==> config.mk <==
export PLATFORM = sky130hd
export DESIGN_NAME = fetch_sequencer
export DESIGN_NICKNAME = d
export VERILOG_FILES = /design/src/rtl/fetch_sequencer_pkg.sv /design/src/rtl/fetch_sequencer_pc_target_gen.sv /design/src/rtl/fetch_sequencer.sv
export SDC_FILE = /design/constraint.sdc
export NUM_CORES = 1
export LEC_CHECK = 0
export CORE_MARGIN = 2
export CORE_UTILIZATION = 25
export DETAILED_ROUTE_END_ITERATION = 8
export PLACE_DENSITY_LB_ADDON = 0.15
export SLEW_MARGIN = 20
export SYNTH_ARGS = -nofsm -noshare
export SYNTH_HDL_FRONTEND = slang
export SYNTH_SLANG_ARGS = --single-unit
==> constraint.sdc <==
create_clock -name clk -period 2.9 [get_ports clk]
set_clock_uncertainty 0.05 [all_clocks]
set_input_delay 0.435 -clock clk [delete_from_list [all_inputs] [get_ports clk]]
set_output_delay 0.435 -clock clk [all_outputs]
set_load 0.02 [all_outputs]
==> src/rtl/fetch_sequencer_pkg.sv <==
// Shared definitions for the accumulator-core fetch sequencer: sequencer states,
// default widths and the opcode map used to assemble programs.
package fetch_sequencer_pkg;

    localparam int DEF_ADDR_W  = 10;
    localparam int DEF_INSTR_W = 16;
    localparam int OPC_W       = 6;
    localparam int BR_OFF_W    = 6;

    typedef enum logic [2:0] {
        ST_IDLE   = 3'd0,
        ST_FETCH  = 3'd1,
        ST_DECODE = 3'd2,
        ST_EXEC   = 3'd3,
        ST_HALT   = 3'd4
    } state_t;

    // Opcode occupies ir[15:10]; the low 10 bits are an address or branch offset.
    localparam logic [OPC_W-1:0] OP_NOP  = 6'h00;
    localparam logic [OPC_W-1:0] OP_LDA  = 6'h01;
    localparam logic [OPC_W-1:0] OP_STA  = 6'h02;
    localparam logic [OPC_W-1:0] OP_ADD  = 6'h03;
    localparam logic [OPC_W-1:0] OP_SUB  = 6'h04;
    localparam logic [OPC_W-1:0] OP_JMP  = 6'h08;
    localparam logic [OPC_W-1:0] OP_BRZ  = 6'h09;
    localparam logic [OPC_W-1:0] OP_BRNZ = 6'h0A;

    function automatic logic [DEF_INSTR_W-1:0] assemble(input logic [OPC_W-1:0] op,
                                                        input logic [DEF_INSTR_W-OPC_W-1:0] field);
        return {op, field};
    endfunction

endpackage

==> src/rtl/fetch_sequencer_pc_target_gen.sv <==
// Next-PC selection: absolute jump beats taken branch beats sequential;
// all arithmetic wraps modulo 2^ADDR_W.
module fetch_sequencer_pc_target_gen
    import fetch_sequencer_pkg::*;
#(
    parameter int ADDR_W = DEF_ADDR_W
) (
    input  logic [ADDR_W-1:0] pc,
    input  logic [ADDR_W-1:0] ir_field,
    input  logic              jmpEnable,
    input  logic              branchEnable,
    output logic [ADDR_W-1:0] next_pc
);

    logic [ADDR_W-1:0] seq_pc;
    logic [ADDR_W-1:0] br_off;

    assign seq_pc = pc + ADDR_W'(1);
    assign br_off = {{(ADDR_W-BR_OFF_W){ir_field[BR_OFF_W-1]}}, ir_field[BR_OFF_W-1:0]};

    always_comb begin
        next_pc = seq_pc;
        if (jmpEnable) begin
            next_pc = ir_field;
        end else if (branchEnable) begin
            next_pc = seq_pc + br_off;
        end
    end

endmodule

==> src/rtl/fetch_sequencer.sv <==
// Instruction sequencer: fetches over req/ack, holds the IR for the decoder and
// opens a single EXEC cycle per instruction for all architectural writes.
module fetch_sequencer
    import fetch_sequencer_pkg::*;
#(
    parameter int ADDR_W      = DEF_ADDR_W,
    parameter int INSTR_W     = DEF_INSTR_W,
    parameter int RESET_PC    = 0,
    parameter int ACK_TIMEOUT = 15
) (
    input  logic               clk,
    input  logic               reset,
    input  logic               run,
    output logic               imem_req,
    output logic [ADDR_W-1:0]  imem_addr,
    input  logic               imem_ack,
    input  logic [INSTR_W-1:0] imem_data,
    output logic [INSTR_W-1:0] ir,
    output logic               ir_valid,
    input  logic               wrEnable,
    input  logic               jmpEnable,
    input  logic               branchEnable,
    output logic               exec_en,
    output logic               mem_wr,
    output logic [ADDR_W-1:0]  pc,
    output logic [15:0]        retired,
    output logic               busy,
    output logic               fault
);

    // Counter only needs to reach ACK_TIMEOUT-1; the timeout fires on that cycle.
    localparam int TW = (ACK_TIMEOUT > 1) ? $clog2(ACK_TIMEOUT) : 1;
    localparam logic [ADDR_W-1:0] RESET_PC_V = ADDR_W'(RESET_PC);

    state_t             state_reg, state_next;
    logic [ADDR_W-1:0]  pc_reg, pc_next;
    logic [INSTR_W-1:0] ir_reg, ir_next;
    logic [15:0]        retired_reg, retired_next;
    logic               fault_reg, fault_next;
    logic [TW-1:0]      tcnt_reg, tcnt_next;
    logic [ADDR_W-1:0]  target_pc;

    fetch_sequencer_pc_target_gen #(
        .ADDR_W(ADDR_W)
    ) u_target (
        .pc          (pc_reg),
        .ir_field    (ir_reg[ADDR_W-1:0]),
        .jmpEnable   (jmpEnable),
        .branchEnable(branchEnable),
        .next_pc     (target_pc)
    );

    always_ff @(posedge clk or posedge reset) begin
        if (reset) begin
            state_reg   <= ST_IDLE;
            pc_reg      <= RESET_PC_V;
            ir_reg      <= '0;
            retired_reg <= '0;
            fault_reg   <= 1'b0;
            tcnt_reg    <= '0;
        end else begin
            state_reg   <= state_next;
            pc_reg      <= pc_next;
            ir_reg      <= ir_next;
            retired_reg <= retired_next;
            fault_reg   <= fault_next;
            tcnt_reg    <= tcnt_next;
        end
    end

    always_comb begin
        state_next   = state_reg;
        pc_next      = pc_reg;
        ir_next      = ir_reg;
        retired_next = retired_reg;
        fault_next   = fault_reg;
        tcnt_next    = tcnt_reg;
        case (state_reg)
            ST_IDLE: begin
                if (run) begin
                    state_next = ST_FETCH;
                    tcnt_next  = '0;
                end
            end
            ST_FETCH: begin
                // An ack on the last allowed cycle still wins over the timeout.
                if (imem_ack) begin
                    ir_next    = imem_data;
                    state_next = ST_DECODE;
                end else if (tcnt_reg == TW'(ACK_TIMEOUT - 1)) begin
                    fault_next = 1'b1;
                    state_next = ST_HALT;
                end else begin
                    tcnt_next = tcnt_reg + TW'(1);
                end
            end
            ST_DECODE: state_next = ST_EXEC;
            ST_EXEC: begin
                pc_next      = target_pc;
                retired_next = retired_reg + 16'd1;
                tcnt_next    = '0;
                state_next   = run ? ST_FETCH : ST_IDLE;
            end
            ST_HALT: state_next = ST_HALT;
            default: state_next = ST_IDLE;
        endcase
    end

    assign imem_req  = (state_reg == ST_FETCH);
    assign imem_addr = pc_reg;
    assign pc        = pc_reg;
    assign ir        = ir_reg;
    assign ir_valid  = (state_reg == ST_DECODE) || (state_reg == ST_EXEC);
    assign exec_en   = (state_reg == ST_EXEC);
    assign mem_wr    = exec_en & wrEnable;
    assign busy      = (state_reg == ST_FETCH) || (state_reg == ST_DECODE) || (state_reg == ST_EXEC);
    assign retired   = retired_reg;
    assign fault     = fault_reg;

endmodule

==> flow_summary.ini <==
[status]
outcome = complete, but fails checks
violations = DRC

[timing]
rsz0062_at_grt = false
period_share = 0.9289
holdWs_ns = 0.4272
drv_slew = 0
setup_viol = 0
period_needed_ns = 2.694
hold_viol_final = 0
tightest_slew_ns = 0.5721
relSlewSlack = 0.6180
max_freq_mhz = 371.2
setup_tns_ns = 0
fin_ws_ns = 0.2063

[clock_tree]
clock_sinks = 50
cts_tree = built
numCtsBuffers = 5
clk_pin_slew_worst_paths_ns = 0.07
clockBufferDepth = 2
cts_hold_buf = 0
clk_latency_ns = 0.29
cts-root-buf = clkbuf_16
cts.htree.levels = 2

[finish]
layout.nets = 418
multiInputGateArea_mm2 = 0.001551
syn2layout_area_growth_pct = 37.02
seqCellArea_mm2 = 0.001255
stdcell_area_mm2 = 0.004066
fillers = 1211
drive_above_1_share = 0.1152
antenna_cells = 0

[synth]
ys_ff_latch = 50
async_reset_ff_frac = 1.000
synth.area.top_cells = dfrtp_1 42%, mux2_2 6.5%, ha_1 5.5%, xnor2_1 5.0%, nand3_1 3.4%
yosys.area.top_type = dfrtp_1
syn-num-nets = 342
ys_seq_area_frac = 0.4216
syn_area_per_cell_um2 = 9.731
syn_inst = 305
syn-cell-area_mm2 = 0.002968
synth_top_cell_area_share = 0.4216
synth_cell_types = 46
synth_edf_count = 0
ys.flop_type = dfrtp_1
yosysWarningCount = 0

[pwr]
power.leakage_nw = 1.729
p_int_w = 0.002646
p_per_area_mw_per_mm2 = 1156
p_switching_w = 0.002053
p_clk_frac = 0.124
irDropWorstVdd_uv = 326.1
seqPwrFrac = 0.269
swShare = 0.4369
power_frac_comb = 0.607

[die]
die_w_um = 113.0
ios = 81
dieHeight_um = 113.0
die_area_mm2 = 0.01276
core-area_mm2 = 0.01152
start_util = 0.2577
placementRows = 39

[route]
finalWirelength_um = 8025
drt_iter0_markers = 117
vias = 2500
ant_nets = 0
drt_first_pass_iters = 6
routedWlPerCell_um = 15.29
vias_per_cell = 4.762
route.detailed.drc = 4

[critical_path]
cp_max_fo = 6
criticalPathCategory = flip-flop to flip-flop
end_kind = flip-flop
cp.required_ns = 3.02
critPathArrivalTime_ns = 2.82
critPathLaunchType = flip-flop

[placed_design]
port_buffers = 80
dp_hpwl_um = 5910
place_area_mm2 = 0.003918
gp_congestion = 0.7648
pre_cts_ws_ns = 0.1488

[global_routing]
antenna_found_initial = 0
overflow = 0
grt_use_total = 0.1300
grt_max_degree = 27
grt_pass1_wl_um = 13190
grt_pass1_vias = 2548

[worst_hold_path]
min_path_type = flip-flop to flip-flop

[flow_run]
cap_violations = 0
stage by stage:
stage,utilization,total power (W),cells
finish,0.3531,0.004699,525
global route,0.3531,0.005095,525
CTS,0.3526,0.004749,525
detailed placement,0.3402,0.004139,517
global placement,0.3402,0.004098,517
floorplan,-,0.003124,305
final timing paths:
path / end / startpoint / depth (start not counted) / slack (ns)
max: imem_addr[9]$_DFFE_PP0P_ / imem_addr[2]$_DFFE_PP0P_ / 10 / 0.21
min: fault$_DFFE_PP0P_ / fault$_DFFE_PP0P_ / 1 / 0.43
max reg2reg: imem_addr[9]$_DFFE_PP0P_ / imem_addr[2]$_DFFE_PP0P_ / 10 / 0.21
min reg2reg: fault$_DFFE_PP0P_ / fault$_DFFE_PP0P_ / 1 / 0.43
max in group asynchronous: imem_addr[3]$_DFFE_PP0P_ / reset / 3 / 1.76
min in group asynchronous: retired[13]$_DFFE_PP0P_ / reset / 2 / 0.47
cells in the mapped netlist, types with 10 or more instances:
master	n
o21ai_0	16
nand3_1	20
nor2_1	18
mux2_2	17
xnor2_1	17
inv_1	10
xor2_1	11
nand2_1	24
buf_4	12
ha_1	13
a21oi_1	17
dfrtp_1	50
routing by layer:
metal  vias to the layer above  wire length [um]  track usage
li1                       1224                 -            -
met1                      1216              3800       0.1812
met2                        56              3875       0.2108
met3                         4               249      0.01714
met4                         0                99      0.04065
met5                         -                 0            0
power by group through the flow:
stage          clock network, W  logic, W  registers, W
3_3_place_gp                  0   0.00282       0.00127
3_5_place_dp                  0   0.00286       0.00128
4_1_cts                0.000611   0.00287       0.00127
2_1_floorplan                 0   0.00166       0.00146
5_1_grt                0.000641   0.00313       0.00133
6_report               0.000581   0.00285       0.00127
timing repair:
action,4_1_cts,5_1_grt
setup buffers,0,0
gates resized for setup,0,4
endpoints found under the setup margin,0,1
critical path, stage by stage, from the launching register on:
cell,delay (ns)
dfrtp_1,0.43
and4_1,0.27
nand4_1,0.19
xnor2_1,0.18
ha_1,0.33
a21oi_1,0.21
o21ai_0,0.11
a22o_1,0.20
a311oi_2,0.24
mux2i_1,0.11
a211o_1,0.26
placed cells by master, fill, tap and decap left out, types with 4 or more instances in the layout:
cell type        synthesis  layout
a211oi_1                 6       6
ha_1                    13      12
nand2_1                 24      24
clkdlybuf4s50_1          0      80
mux2_2                  17      17
buf_4                   12       8
inv_1                   10       9
xor2_1                  11      11
nand3b_1                 4       4
nand4_1                  8       8
clkbuf_16                0       5
xnor2_1                 17      17
nor3_1                   8       8
o21ai_0                 16      16
dfrtp_1                 50      47
nor2_1                  18      18
and3_1                   5       5
a21o_1                   5       5
nand3_1                 20      20
a21oi_1                 17      17
logic make-up after synthesis:
family / Yosys count / synth area share
XOR/XNOR: 28 / 0.08263
adder cells (fa/ha/maj): 14 / 0.06155
flip-flops: 50 / 0.4216
AO/OA/AOI/OAI: 63 / 0.1370
buffers and inverters: 31 / 0.05649
multiplexers: 20 / 0.07462
AND/OR/NAND/NOR: 99 / 0.1661
final cells by class:
class	instances	share of cell area
tap	143	0.04400
multi-input combinational	224	0.3815
inverter	10	0.009231
clock inverter	2	0.003385
timing repair buffer	90	0.2215
sequential	50	0.3086
clock buffer	6	0.03169
No activity file was read; power rests on OpenSTA's default activity.
